<file path="config.mk">
export PLATFORM = sky130hd
export DESIGN_NAME = r200_pipectl
export DESIGN_NICKNAME = d
export VERILOG_FILES = /design/src/rtl/r200_pkg.sv /design/src/rtl/r200_hazcmp.sv /design/src/rtl/r200_pipectl.sv
export SDC_FILE = /design/constraint.sdc
export NUM_CORES = 1
export LEC_CHECK = 0
export ABC_AREA = 1
export CAP_MARGIN = 20
export CORE_MARGIN = 10
export CORE_UTILIZATION = 30
export CTS_CLUSTER_DIAMETER = 150
export DETAILED_ROUTE_END_ITERATION = 8
export PLACE_DENSITY = 0.54
export SLEW_MARGIN = 5
export SYNTH_ARGS = -nofsm -noshare
export SYNTH_HDL_FRONTEND = slang
export SYNTH_SLANG_ARGS = --single-unit
</file>
<file path="constraint.sdc">
create_clock -name clk -period 3.9 [get_ports clk]
set_input_delay 0.585 -clock clk [delete_from_list [all_inputs] [get_ports clk]]
set_output_delay 0.585 -clock clk [all_outputs]
set_load 0.02 [all_outputs]
</file>
<file path="src/rtl/r200_pkg.sv">
// r200 pipeline control: shared forwarding codes
// and per-stage hazard records.
package r200_pkg;

  localparam logic [1:0] FWD_REG = 2'b00;
  localparam logic [1:0] FWD_MEM = 2'b01;
  localparam logic [1:0] FWD_WB  = 2'b10;

  typedef struct packed {
    logic       valid;
    logic       wen;
    logic       isload;
    logic [4:0] rd;
  } rec_t;

  typedef struct packed {
    rec_t       r;
    logic [4:0] rs1;
    logic [4:0] rs2;
  } ex_rec_t;

endpackage

</file>
<file path="src/rtl/r200_hazcmp.sv">
// r200 hazard comparator: a live writer of rd
// matches source rs, never for x0.
module r200_hazcmp (
  input  logic       valid,
  input  logic       wen,
  input  logic [4:0] rd,
  input  logic [4:0] rs,
  output logic       match
);

  assign match = valid & wen
               & (rd != 5'd0)
               & (rd == rs);

endmodule

</file>
<file path="src/rtl/r200_pipectl.sv">
// r200 pipeline control: stalls, flushes,
// load-use bubbles and EX operand forwarding.
module r200_pipectl
  import r200_pkg::*;
#(
  parameter int CNT_W = 16
) (
  input  logic             clk,
  input  logic             rst_n,
  input  logic             id_valid,
  input  logic             id_wen,
  input  logic             id_isload,
  input  logic             id_use_rs1,
  input  logic             id_use_rs2,
  input  logic [4:0]       id_rs1,
  input  logic [4:0]       id_rs2,
  input  logic [4:0]       id_rd,
  input  logic             ex_isbranch,
  input  logic             ex_jump,
  input  logic             ex_willbr,
  input  logic             mem_busy,
  output logic             pc_stall,
  output logic             ifid_stall,
  output logic             ifid_flush,
  output logic             idex_bubble,
  output logic             pc_redirect,
  output logic [1:0]       fwd1_sel,
  output logic [1:0]       fwd2_sel,
  output logic [CNT_W-1:0] bubble_cnt
);

  localparam logic [CNT_W-1:0] CNT_ONE =
    {{(CNT_W-1){1'b0}}, 1'b1};

  ex_rec_t          ex_q;
  rec_t             mem_q;
  rec_t             wb_q;
  logic             live_q;
  logic [CNT_W-1:0] cnt_q;

  logic m1, m2, w1, w2, l1, l2;
  logic redirect, loaduse, lu_bubble;
  logic unused;

  r200_hazcmp u_m1 (
    .valid (mem_q.valid & ~mem_q.isload),
    .wen   (mem_q.wen),
    .rd    (mem_q.rd),
    .rs    (ex_q.rs1),
    .match (m1)
  );

  r200_hazcmp u_m2 (
    .valid (mem_q.valid & ~mem_q.isload),
    .wen   (mem_q.wen),
    .rd    (mem_q.rd),
    .rs    (ex_q.rs2),
    .match (m2)
  );

  r200_hazcmp u_w1 (
    .valid (wb_q.valid),
    .wen   (wb_q.wen),
    .rd    (wb_q.rd),
    .rs    (ex_q.rs1),
    .match (w1)
  );

  r200_hazcmp u_w2 (
    .valid (wb_q.valid),
    .wen   (wb_q.wen),
    .rd    (wb_q.rd),
    .rs    (ex_q.rs2),
    .match (w2)
  );

  r200_hazcmp u_l1 (
    .valid (ex_q.r.valid & ex_q.r.isload),
    .wen   (ex_q.r.wen),
    .rd    (ex_q.r.rd),
    .rs    (id_rs1),
    .match (l1)
  );

  r200_hazcmp u_l2 (
    .valid (ex_q.r.valid & ex_q.r.isload),
    .wen   (ex_q.r.wen),
    .rd    (ex_q.r.rd),
    .rs    (id_rs2),
    .match (l2)
  );

  assign redirect = ex_q.r.valid
                  & ((ex_isbranch & ex_willbr)
                     | ex_jump);

  assign loaduse = id_valid
                 & ((id_use_rs1 & l1)
                    | (id_use_rs2 & l2));

  assign fwd1_sel = m1 ? FWD_MEM
                  : w1 ? FWD_WB : FWD_REG;
  assign fwd2_sel = m2 ? FWD_MEM
                  : w2 ? FWD_WB : FWD_REG;

  assign bubble_cnt = cnt_q;
  assign unused     = wb_q.isload;

  // live_q masks control for the first cycle out of reset
  always_comb begin
    pc_stall    = 1'b0;
    ifid_stall  = 1'b0;
    ifid_flush  = 1'b0;
    idex_bubble = 1'b0;
    pc_redirect = 1'b0;
    lu_bubble   = 1'b0;
    if (live_q) begin
      if (mem_busy) begin
        pc_stall   = 1'b1;
        ifid_stall = 1'b1;
      end else if (redirect) begin
        pc_redirect = 1'b1;
        ifid_flush  = 1'b1;
        idex_bubble = 1'b1;
      end else if (loaduse) begin
        pc_stall    = 1'b1;
        ifid_stall  = 1'b1;
        idex_bubble = 1'b1;
        lu_bubble   = 1'b1;
      end
    end
  end

  always_ff @(posedge clk or negedge rst_n) begin
    if (!rst_n) begin
      ex_q   <= '0;
      mem_q  <= '0;
      wb_q   <= '0;
      live_q <= 1'b0;
      cnt_q  <= '0;
    end else begin
      live_q <= 1'b1;
      if (lu_bubble && !(&cnt_q))
        cnt_q <= cnt_q + CNT_ONE;
      if (!mem_busy) begin
        wb_q           <= mem_q;
        mem_q          <= ex_q.r;
        ex_q.r.valid   <= id_valid & ~idex_bubble;
        ex_q.r.wen     <= id_wen;
        ex_q.r.isload  <= id_isload;
        ex_q.r.rd      <= id_rd;
        ex_q.rs1       <= id_rs1;
        ex_q.rs2       <= id_rs2;
      end
    end
  end

endmodule

</file>
==> results.ini, run 1 <==
[floorplan]
coreArea_mm2=0.00915
die_x_um=117
fp-row-count=35
ios=51
start_util_pct=30.5
fp.dieH_um=117
die-area_mm2=0.0136

[cts]
clkSinkCount=50
htreeDepth=2
cts_max_path_buffers=2
postCtsSetupRepairBufs=0
worstSkewPairLatency_ps=300
cts_resized=0
clock-root-buffer=clkbuf_8
ctsHoldBuffers=0
clk_pin_slew_ps=90
cts_tree=done
numCtsBuffers=5

[final_layout]
final_common_cell=nand2_1
final_cell_area_mm2=0.00346
drive_above_1_share_pct=8.56
area_growth_syn_to_layout_pct=24.0
final_cell_mix=nand2_1, dfrtp_1, clkdlybuf4s50_1, inv_1, o21ai_0
final_nets=435
antenna_cells=0
finalNonFillerCells=520
final_util_pct=37.8

[timing]
max_freq_mhz=301
fin_setup_tns_ps=0
holdWs_ps=256
finClkSkew_ps=4.47
postLayoutSetupSlackWorst_ps=574
worst_slew_pin_slew_ps=528
finalSetupViolCount=0
rsz0062_at_grt=no
maxSlewHeadroom_pct=64.8
finalCritPeriodShare_pct=85.3
fin_crit_ps=3330
finalHoldViolations=0
report.final.slew_viol_count=0

[routing]
drc=0
drt_first_pass_iters=4
wire_per_inst_um=13.1
postRouteAntennaNets=0
vias=2339
finalWirelength_um=6810
routed_via_density=4.50
drt_iter0_drc=70

[setup_path]
path_delay_family=buffers and inverters
slowest_stage=clkdlybuf4s50_1
worstPathArrival_ps=2740
critPathCaptureType=output pin
critPathKind=input port to output pin
critPathBufInv=3
crit_chain=clkdlybuf4s50_1, inv_1, nand2_1, nand2_1, nor2_1, nand3_1, nand2_2, nand3_1, a21boi_0, clkdlybuf4s50_1
cp_max_fo=4
worst_path_largest_cell_delay_ps=680
crit_required_ps=3310
startpoint_type=input port

[global_routing]
grt_max_degree=49
antenna_found_initial=0
track_usage_pct=10.6
grt_pass1_vias=2397
overflow=0
grt_pass1_wl_um=11600

[place]
routabilityCongestion=0.863
place_area_mm2=0.00337
dp.final_hpwl_um=5340
io_buffers=50
pre_cts_ws_ps=546
place_inst=512

[hold_path]
hp-class=input port to async pin

[power_and_ir_drop]
power_density_mw_per_mm2=312
leakage_nw=1.61
vdd.ir_drop.worst_mv=0.124
power_mw=1.08

[synth]
synth_nets=388
synth.distinct_cells=32
ys_warn_count=0
synth_area_mm2=0.00279
syn_inst=361
syn_area_per_cell_um2=7.74
yosysSeqAreaShare_pct=44.8
yosys_register_bits=50

[flow_run]
drv_cap=0

[run_status]
status=finished clean

## final cells by class
| class | instances | area (um^2) |
|---|---|---|
| clock buffer | 7 | 86.3 |
| clock inverter | 1 | 5.00 |
| fill | 957 | 5690 |
| inverter | 44 | 165 |
| multi-input combinational | 254 | 1300 |
| sequential | 50 | 1250 |
| tap | 111 | 139 |
| timing repair buffer | 53 | 518 |
## path summary, 6_finish.rpt
| path | from | to | slack (ps) | cells past startpoint |
|---|---|---|---|---|
| setup / recovery | id_rs2[0] | ifid_stall | 570 | 10 |
| hold / removal | rst_n | ex_q[17]$_DFFE_PN0N_ | 260 | 1 |
| setup reg to reg | bubble_cnt[0]$_DFFE_PN0P_ | bubble_cnt[2]$_DFFE_PN0P_ | 1890 | 11 |
| hold reg to reg | mem_q[7]$_DFFE_PN0N_ | mem_q[7]$_DFFE_PN0N_ | 490 | 2 |
| max in group asynchronous | rst_n | ex_q[13]$_DFFE_PN0N_ | 2870 | 2 |
| min in group clk | mem_q[7]$_DFFE_PN0N_ | mem_q[7]$_DFFE_PN0N_ | 490 | 2 |
## worst register-to-register path, stage by stage (launching register included)
cell,delay (ps)
dfrtp_1,460
ha_1,260
nand3_1,120
inv_1,80
nand2_1,100
nor3_2,40
nand3_1,80
clkinv_1,120
nor2_4,420
nand2_1,100
nand2_1,80
nand2_1,50
## cell usage after synthesis (all sizes together)
| cell | count | area [um^2] |
|---|---|---|
| a21boi | 1 | 7.51 |
| a21oi | 1 | 8.76 |
| buf | 6 | 52.6 |
| clkbuf | 7 | 26.3 |
| clkinv | 1 | 3.75 |
| conb | 1 | 3.75 |
| dfrtp | 50 | 1250 |
| ha | 1 | 12.5 |
| inv | 43 | 161 |
| nand2 | 124 | 468 |
| nand3 | 24 | 130 |
| nand3b | 7 | 52.6 |
| nand4 | 2 | 27.5 |
| nor2 | 23 | 106 |
| nor3 | 10 | 77.6 |
| nor4 | 4 | 31.3 |
| o21ai | 33 | 165 |
| o31ai | 1 | 7.51 |
| xnor2 | 13 | 114 |
| xor2 | 9 | 86.3 |
## cells by family (layout without fill, tap and decap cells)
kind of cell | after synthesis | after routing | share of synthesized area (%)
buffers and inverters | 57 | 105 | 8.73
other | 1 | 1 | 0.134
adders and majority gates | 1 | 1 | 0.448
and+or+nand+nor | 194 | 194 | 32.0
AOI/OAI and AO/OA | 36 | 36 | 6.76
xor gates and xnor gates | 22 | 22 | 7.17
DFF | 50 | 50 | 44.8
## sequential cells by signal (all words and copies together), names as in the netlist
register and cells:
ex_q 18, wb_q 7, live_q 1, mem_q 8
bubble_cnt 16
## where the power goes
| group | switching, mW | total [mW] | internal (mW) | leakage [nW] |
|---|---|---|---|---|
| registers | 0.0406 | 0.595 | 0.554 | 0.632 |
| clock network | 0.169 | 0.312 | 0.144 | 0.0482 |
| logic | 0.0921 | 0.173 | 0.0813 | 0.927 |
## layer usage
metal / GRT usage (%) / wire length (um) / vias up
li1: - / - / 1217
met1: 12.6 / 3060 / 1078
met2: 18.1 / 3290 / 37
met3: 3.24 / 389 / 7
met4: 2.84 / 76 / 0
met5: 0 / 0 / -
Note: power is estimated with default switching activity, not from simulation.
==> run 2, diff against run 1 <==
- CTS_BUF_LIST: unset -> sky130_fd_sc_hd__clkbuf_4 sky130_fd_sc_hd__clkbuf_8
- GPL_ROUTABILITY_DRIVEN: unset -> 0
==> results.ini, run 2 (synthesis gave the netlist of run 1 again) <==
[final_layout]
final_nets=435  ; unchanged
finalNonFillerCells=520  ; unchanged
antenna_cells=0  ; unchanged
final_cell_mix=nand2_1, dfrtp_1, clkdlybuf4s50_1, inv_1, o21ai_0  ; unchanged
largest_reg_flops=18  ; unchanged
final_common_cell=nand2_1  ; unchanged
area_growth_syn_to_layout_pct=24.1  ; was 24.0%
top_register=ex_q  ; unchanged
drive_above_1_share_pct=8.80  ; was 8.56%

[floorplan]
die-area_mm2=0.0136  ; unchanged
fp.dieH_um=117  ; unchanged
fp-row-count=35  ; unchanged
start_util_pct=30.5  ; unchanged
die_x_um=117  ; unchanged
coreArea_mm2=0.00915  ; unchanged
ios=51  ; unchanged

[timing]
rsz0062_at_grt=no  ; unchanged
finalCritPeriodShare_pct=85.3  ; unchanged
max_freq_mhz=301  ; unchanged
fin_crit_ps=3330  ; unchanged
report.final.slew_viol_count=0  ; unchanged
worst_slew_pin_slew_ps=528  ; about the same
finClkSkew_ps=4.44  ; was 4.47 ps
fin_setup_tns_ps=0  ; unchanged
finalSetupViolCount=0  ; unchanged
maxSlewHeadroom_pct=64.8  ; about the same
finalHoldViolations=0  ; unchanged

[cts]
cts_tree=done  ; unchanged
clock-root-buffer=clkbuf_8  ; unchanged
clkSinkCount=50  ; unchanged
clk_pin_slew_ps=90  ; about the same
htreeDepth=2  ; unchanged
cts_max_path_buffers=2  ; unchanged
postCtsSetupRepairBufs=0  ; unchanged
numCtsBuffers=5  ; unchanged
cts_resized=0  ; unchanged
worstSkewPairLatency_ps=300  ; about the same
ctsHoldBuffers=0  ; unchanged

[routing]
drc=0  ; unchanged
postRouteAntennaNets=0  ; unchanged
routed_via_density=4.50  ; about the same
drt_iter0_drc=69  ; was 70
finalWirelength_um=6800  ; was 6810 um
wire_per_inst_um=13.1  ; about the same
drt_first_pass_iters=4  ; unchanged
vias=2338  ; was 2,339

[setup_path]
worstPathArrival_ps=2740  ; about the same
startpoint_type=input port  ; unchanged
crit_required_ps=3310  ; about the same
critPathCaptureType=output pin  ; unchanged
crit_chain=clkdlybuf4s50_1, inv_1, nand2_1, nand2_1, nor2_1, nand3_1, nand2_2, nand3_1, a21boi_0, clkdlybuf4s50_1  ; unchanged
r2r_slack_ps=1880  ; was 1890 ps
cp_max_fo=4  ; unchanged
critPathKind=input port to output pin  ; unchanged
worst_path_largest_cell_delay_ps=680  ; about the same
slowest_stage=clkdlybuf4s50_1  ; unchanged

[power_and_ir_drop]
power_density_mw_per_mm2=314  ; was 312 mW/mm^2
vdd.ir_drop.worst_mv=0.121  ; was 0.124 mV
leakage_nw=1.61  ; about the same

[hold_path]
hp-class=input port to async pin  ; unchanged

[global_routing]
overflow=0  ; unchanged
grt_util_met1_pct=12.6  ; about the same
grt_max_degree=49  ; unchanged
grt_use_met3_pct=3.24  ; unchanged
use_met2_pct=18.1  ; about the same
grt.busiest_layer=met2  ; unchanged
track_usage_pct=10.6  ; unchanged
grt_pass1_vias=2394  ; was 2,397
antenna_found_initial=0  ; unchanged
grt_pass1_wl_um=11600  ; about the same

[place]
io_buffers=50  ; unchanged
place_inst=512  ; unchanged
dp.final_hpwl_um=5340  ; unchanged

[flow_run]
drv_cap=0  ; unchanged

[run_status]
status=finished clean  ; unchanged

-- run 2: cell counts in the layout (fill, tap and decap cells not counted) --
Identical to the previous run, type by type.
-- run 2: final cells by class --
class	count	area [um^2]
fill	959	5690
multi-input combinational	254	1300
sequential	50	1250
timing repair buffer	53	518
inverter	44	165
tap	111	139
clock buffer	7	90.1
clock inverter	1	5.00
-- run 2: path summary, 6_finish.rpt --
| kind | startpoint | endpoint | cells past startpoint |
|---|---|---|---|
| worst max register to register | bubble_cnt[0]$_DFFE_PN0P_ | bubble_cnt[2]$_DFFE_PN0P_ | 11 |
| worst max-delay path | id_rs2[0] | ifid_stall | 10 |
| min in group clk | mem_q[7]$_DFFE_PN0N_ | mem_q[7]$_DFFE_PN0N_ | 2 |
| worst min register to register | mem_q[7]$_DFFE_PN0N_ | mem_q[7]$_DFFE_PN0N_ | 2 |
| max in group asynchronous | rst_n | wb_q[0]$_DFFE_PN0N_ | 2 |
| worst min-delay path | rst_n | ex_q[17]$_DFFE_PN0N_ | 1 |
-- run 2: power by group --
| part | leakage (nW) | total [mW] | internal [mW] | switching, mW |
|---|---|---|---|---|
| Clock | 0.0517 | 0.320 | 0.151 | 0.169 |
| Sequential | 0.632 | 0.595 | 0.554 | 0.0406 |
| Combinational | 0.927 | 0.173 | 0.0813 | 0.0921 |
-- run 2: critical path: cells and delay by family --
kind	cells	cell delay, ps
AO/OA/AOI/OAI	1	300
AND/OR/NAND/NOR	6	610
buffers and inverters	3	1250
-- run 2: metal layers --
layer | part of all wire [%] | vias up
met4 | 1.1 | 0
met5 | 0 | -
met3 | 5.4 | 7
li1 | - | 1218
met2 | 48 | 35
met1 | 45 | 1078
-- run 2: stage by stage --
stage	setup slack [ps]	instance area [um^2]	utilization [%]	hold WS (ps)	total power, mW
2_1_floorplan	1410	2790	-	289	0.707
4_1_cts	538	3470	37.9	278	1.11
6_report	574	3470	37.9	256	1.09
3_3_place_gp	590	3370	36.8	468	0.781
3_5_place_dp	546	3370	36.8	476	0.783
5_1_grt	380	3470	37.9	292	1.16
==> run 3, diff against run 2 <==
- CORE_UTILIZATION: 30 -> 58
- PLACE_DENSITY: 0.54 -> 0.9
==> results.ini, run 3 (synthesis gave the netlist of run 1 again) <==
[run_status]
status=finished clean  ; unchanged

[floorplan]
fp-row-count=25  ; was 35
start_util_pct=59.5  ; was 30.5%
fp.dieH_um=89.4  ; was 117 um
die_x_um=89.4  ; was 117 um
ios=51  ; unchanged
coreArea_mm2=0.00469  ; was 0.00915 mm^2
die-area_mm2=0.00799  ; was 0.0136 mm^2

[timing]
postLayoutSetupSlackWorst_ps=689  ; was 574 ps
finClkSkew_ps=5.93  ; was 4.44 ps
max_freq_mhz=311  ; was 301 MHz
worst_slew_pin_slew_ps=509  ; was 528 ps
finalCritPeriodShare_pct=82.3  ; was 85.3%
fin_setup_tns_ps=0  ; unchanged
rsz0062_at_grt=no  ; unchanged
report.final.slew_viol_count=0  ; unchanged
fin_crit_ps=3210  ; was 3330 ps
finalHoldViolations=0  ; unchanged
maxSlewHeadroom_pct=66.0  ; was 64.8%
finalSetupViolCount=0  ; unchanged

[setup_path]
path_delay_family=buffers and inverters  ; unchanged
critPathBufInv=3  ; unchanged
slowest_stage=clkdlybuf4s50_1  ; unchanged
startpoint_type=input port  ; unchanged
worstPathArrival_ps=2630  ; was 2740 ps
r2r_end=bubble_cnt[2]$_DFFE_PN0P_  ; unchanged
crit_chain=clkdlybuf4s50_1, inv_1, nand2_1, nand2_1, nor2_2, nand3_1, nand2_2, nand3_1, a21boi_0, clkdlybuf4s50_1  ; was clkdlybuf4s50_1, inv_1, nand2_1, nand2_1, nor2_1, nand3_1, nand2_2, nand3_1, a21boi_0, clkdlybuf4s50_1
cp_max_fo=4  ; unchanged
critPathKind=input port to output pin  ; unchanged
critPathCaptureType=output pin  ; unchanged
crit_required_ps=3310  ; about the same
reg2reg_from=bubble_cnt[0]$_DFFE_PN0P_  ; unchanged
worst_path_largest_cell_delay_ps=680  ; about the same
rr_worst_depth=11  ; unchanged
r2r_slack_ps=1820  ; was 1880 ps

[final_layout]
fillers=335  ; was 959
final_cell_mix=nand2_1, dfrtp_1, clkdlybuf4s50_1, inv_1, o21ai_0  ; unchanged
antenna_cells=0  ; unchanged
largest_reg_flops=18  ; unchanged
top_register=ex_q  ; unchanged
final_common_cell=nand2_1  ; unchanged
drive_above_1_share_pct=8.35  ; was 8.80%
final_util_pct=72.9  ; was 37.9%
final_cell_area_mm2=0.00342  ; was 0.00347 mm^2
final_nets=434  ; was 435
area_growth_syn_to_layout_pct=22.3  ; was 24.1%

[routing]
wire_per_inst_um=14.5  ; was 13.1 um
routed_via_density=5.43  ; was 4.50
drc=0  ; unchanged
drt_iter0_drc=205  ; was 69
drt_first_pass_iters=4  ; unchanged
finalWirelength_um=6670  ; was 6800 um
vias=2501  ; was 2,338
postRouteAntennaNets=0  ; unchanged

[power_and_ir_drop]
vdd.ir_drop.worst_mv=0.239  ; was 0.121 mV
power_density_mw_per_mm2=336  ; was 314 mW/mm^2
leakage_nw=1.62  ; was 1.61 nW

[cts]
worstSkewPairLatency_ps=310  ; was 300 ps
cts_resized=0  ; unchanged
numCtsBuffers=5  ; unchanged
clk_pin_slew_ps=90  ; about the same
cts_max_path_buffers=2  ; unchanged
ctsHoldBuffers=0  ; unchanged
cts_tree=done  ; unchanged
clkSinkCount=50  ; unchanged
htreeDepth=2  ; unchanged
clock-root-buffer=clkbuf_8  ; unchanged
postCtsSetupRepairBufs=0  ; unchanged

[place]
place_area_mm2=0.00329  ; was 0.00337 mm^2
io_buffers=50  ; unchanged
pre_cts_ws_ps=712  ; was 546 ps
dp.final_hpwl_um=4950  ; was 5340 um

[hold_path]
hp-class=input port to async pin  ; unchanged

[global_routing]
use_met2_pct=28.7  ; was 18.1%
grt_pass1_wl_um=10900  ; was 11,600 um
grt_util_met1_pct=21.3  ; was 12.6%
overflow=0  ; unchanged
track_usage_pct=17.4  ; was 10.6%
grt_max_degree=51  ; was 49
grt.busiest_layer=met2  ; unchanged
grt_use_met3_pct=4.56  ; was 3.24%
grt_pass1_vias=2370  ; was 2,394
antenna_found_initial=0  ; unchanged

[flow_run]
drv_cap=0  ; unchanged

## run 3: cell types whose count changed in the layout (fill, tap and decap cells not counted), sizes merged
| cell | before | now |
|---|---|---|
| buf | 4 | 3 |
| bufinv | 0 | 1 |
| clkbuf | 7 | 6 |
| clkinv | 2 | 1 |
## run 3: how the worst max path moves through the flow
stage                  to  slack [ps]  cells past startpoint  startpoint
6_report       ifid_stall         690                     10   id_rs2[1]
3_3_place_gp     pc_stall         780                     10   id_rs2[3]
2_1_floorplan    pc_stall        1410                      9   id_rs1[4]
3_5_place_dp   ifid_stall         710                     10   id_rs2[1]
4_1_cts        ifid_stall         690                     10   id_rs2[1]
5_1_grt        ifid_stall         540                     10   id_rs2[1]
## run 3: area by class of cell
class	instances	area [um^2]	share of cell area, %
clock buffers	6	82.6	2.42
clock inverters	1	30.0	0.878
inverters	44	165	4.83
multi-input cells	254	1300	38.0
flip-flops and latches	50	1250	36.6
well taps	54	67.6	1.98
repair buffers	52	523	15.3
## run 3: routing by layer
layer | up-vias | part of all wire, %
li1 | 1216 | -
met1 | 1169 | 42
met2 | 100 | 49
met3 | 16 | 7.0
met4 | 0 | 2.0
met5 | - | 0
## run 3: metrics by stage
| step | std cells | power (mW) | hold WS, ps |
|---|---|---|---|
| after floorplan | 361 | 0.707 | 289 |
| after global placement | 453 | 0.769 | 465 |
| after detailed placement | 453 | 0.780 | 476 |
| after CTS | 460 | 1.15 | 497 |
| after global routing | 461 | 1.20 | 138 |
| final | 461 | 1.15 | 140 |
## run 3: where the power goes
part,leakage [nW],internal (mW),total [mW],switching [mW]
Combinational,0.927,0.0821,0.177,0.0946
Clock,0.0573,0.205,0.374,0.169
Sequential,0.632,0.554,0.598,0.0437
Total,1.62,0.842,1.15,0.307
==> variant: new RTL, settings of run 1 <==
The parameter `CNT_W` goes from 16 to 32.
--- a/src/rtl/r200_pipectl.sv
+++ b/src/rtl/r200_pipectl.sv
@@ -3,7 +3,7 @@
 module r200_pipectl
   import r200_pkg::*;
 #(
-  parameter int CNT_W = 16
+  parameter int CNT_W = 32
 ) (
   input  logic             clk,
   input  logic             rst_n,
Interface: changed (resized bubble_cnt); port bits go from 51 to 67. No check against the original RTL was run, so the function may have changed too.
==> variant against run 1 <==
- sequential share of layout area fell by 3.7 points
- sequential cell count up 16
- wire length grew 66%
- via count rose by 56%
- synthesized area increased by 43%
- first-iteration DRC count rose to 3.2 times the old value
- cell area is 47% higher
- count of clock-buffer cells in the layout increased by 3
- total power is 73% higher
- highest routed layer unchanged
- hold slack improved by 53 ps
- final cell count grew 52%
- non-clock buffer count grew 17
- largest power group is now the clock network
- critical endpoint is now pc_stall
- setup slack better by 110 ps
- clock skew up 5.6 ps
==> variant: results (changes against run 1) <==
run_status:
  outcome: "finished, final reports clean"
place:
  post-place-ws_ps: 647  # +101 ps
  postPlaceCellArea_sq_mm: 0.00476  # +41%
  globalplace.congestion: 0.886  # +2.7%
  dp.cells: 773  # +51%
global_routing:
  grt_pass1_vias: 3870  # +61%
  met3_usage: 0.0486  # +0.0162
  grt_use_met2: 0.231  # +0.0504
  use_met1: 0.144  # +0.0187
synth:
  syn_inst: 546  # +51%
  synthXorXnorAreaFrac: 0.0462  # -0.0255
  synth_area_leaders: "dfrtp_1 41%, nand2_1 16%, nand3_1 8.2%"
  synth.distinct_cells: 29  # -9.4%
  synth_commonest_cells: "165 x nand2_1, 76 x inv_1, 66 x dfrtp_1"
  synth-compound-area-share: 0.0449  # -0.0227
  synth-seq-area-share: 0.414  # -0.0334
critical_path:
  r2r_cells: 12  # +1
  rrSetupSlack_ps: 1630  # -260 ps
  r2r-end: "bubble_cnt[23]$_DFFE_PN0P_"
  worst_ep_arrival_time_ps: 2630  # -110 ps
  cp_slowest_stage_delay_ps: 650  # -30 ps
  startpoint: "id_rs1[0]"
  cp_max_fo: 3  # -1
drt:
  wl_met1_um: 4770  # +56%
  route.met3.wl_um: 650  # +67%
  wirelength_um: 11300  # +66%
  num_vias: 3657  # +56%
  first_iter_violations: 226  # +220%
pwr:
  p_leak_nw: 2.30  # +43%
  p_sw_w: 0.000444  # +47%
layout:
  largest_reg_flops: 32  # +14
  drive_gt1_frac: 0.0997  # +0.0141
clock_network:
  h-tree-depth: 3  # +1
  numCtsBuffers: 9  # +4
  root_buffer: "clkbuf_16"
sta:
  finalCriticalPeriod_ps: 3210  # -111 ps
variant: cell count changes after synthesis, sizes merged, moves of 2 or more:
| cell | delta |
|---|---|
| nand3 | +58 |
| nand2 | +46 |
| inv | +40 |
| nor2 | +22 |
| dfrtp | +16 |
| buf | +6 |
| nand4 | +6 |
| nand3b | -5 |
| o21ai | -2 |
variant: worst register-to-register path, stage by stage, from the launching register on:
cell,delay (ps)
dfrtp_1,430
ha_1,270
nand2_1,130
nor2_4,50
nand2_2,90
nor2_4,40
nand2_2,80
nor2_4,50
nand2_2,80
nor2_1,40
nor2_1,660
nand3_1,170
nand2_1,110
variant: cell type report:
class,count,area (sq um)
Timing Repair Buffer,70,686
Clock buffer,10,229
Sequential cell,66,1650
Inverter,83,312
Multi-Input combinational cell,378,1890
Fill cell,1375,8040
Clock inverter,5,104
Tap cell,176,220
variant: logic make-up after synthesis:
group,Yosys count
and+or+nand+nor,320
buffers and inverters,102
DFF,66
AOI/OAI and AO/OA,35
xor gates and xnor gates,21
adders and majority gates,1
other,1
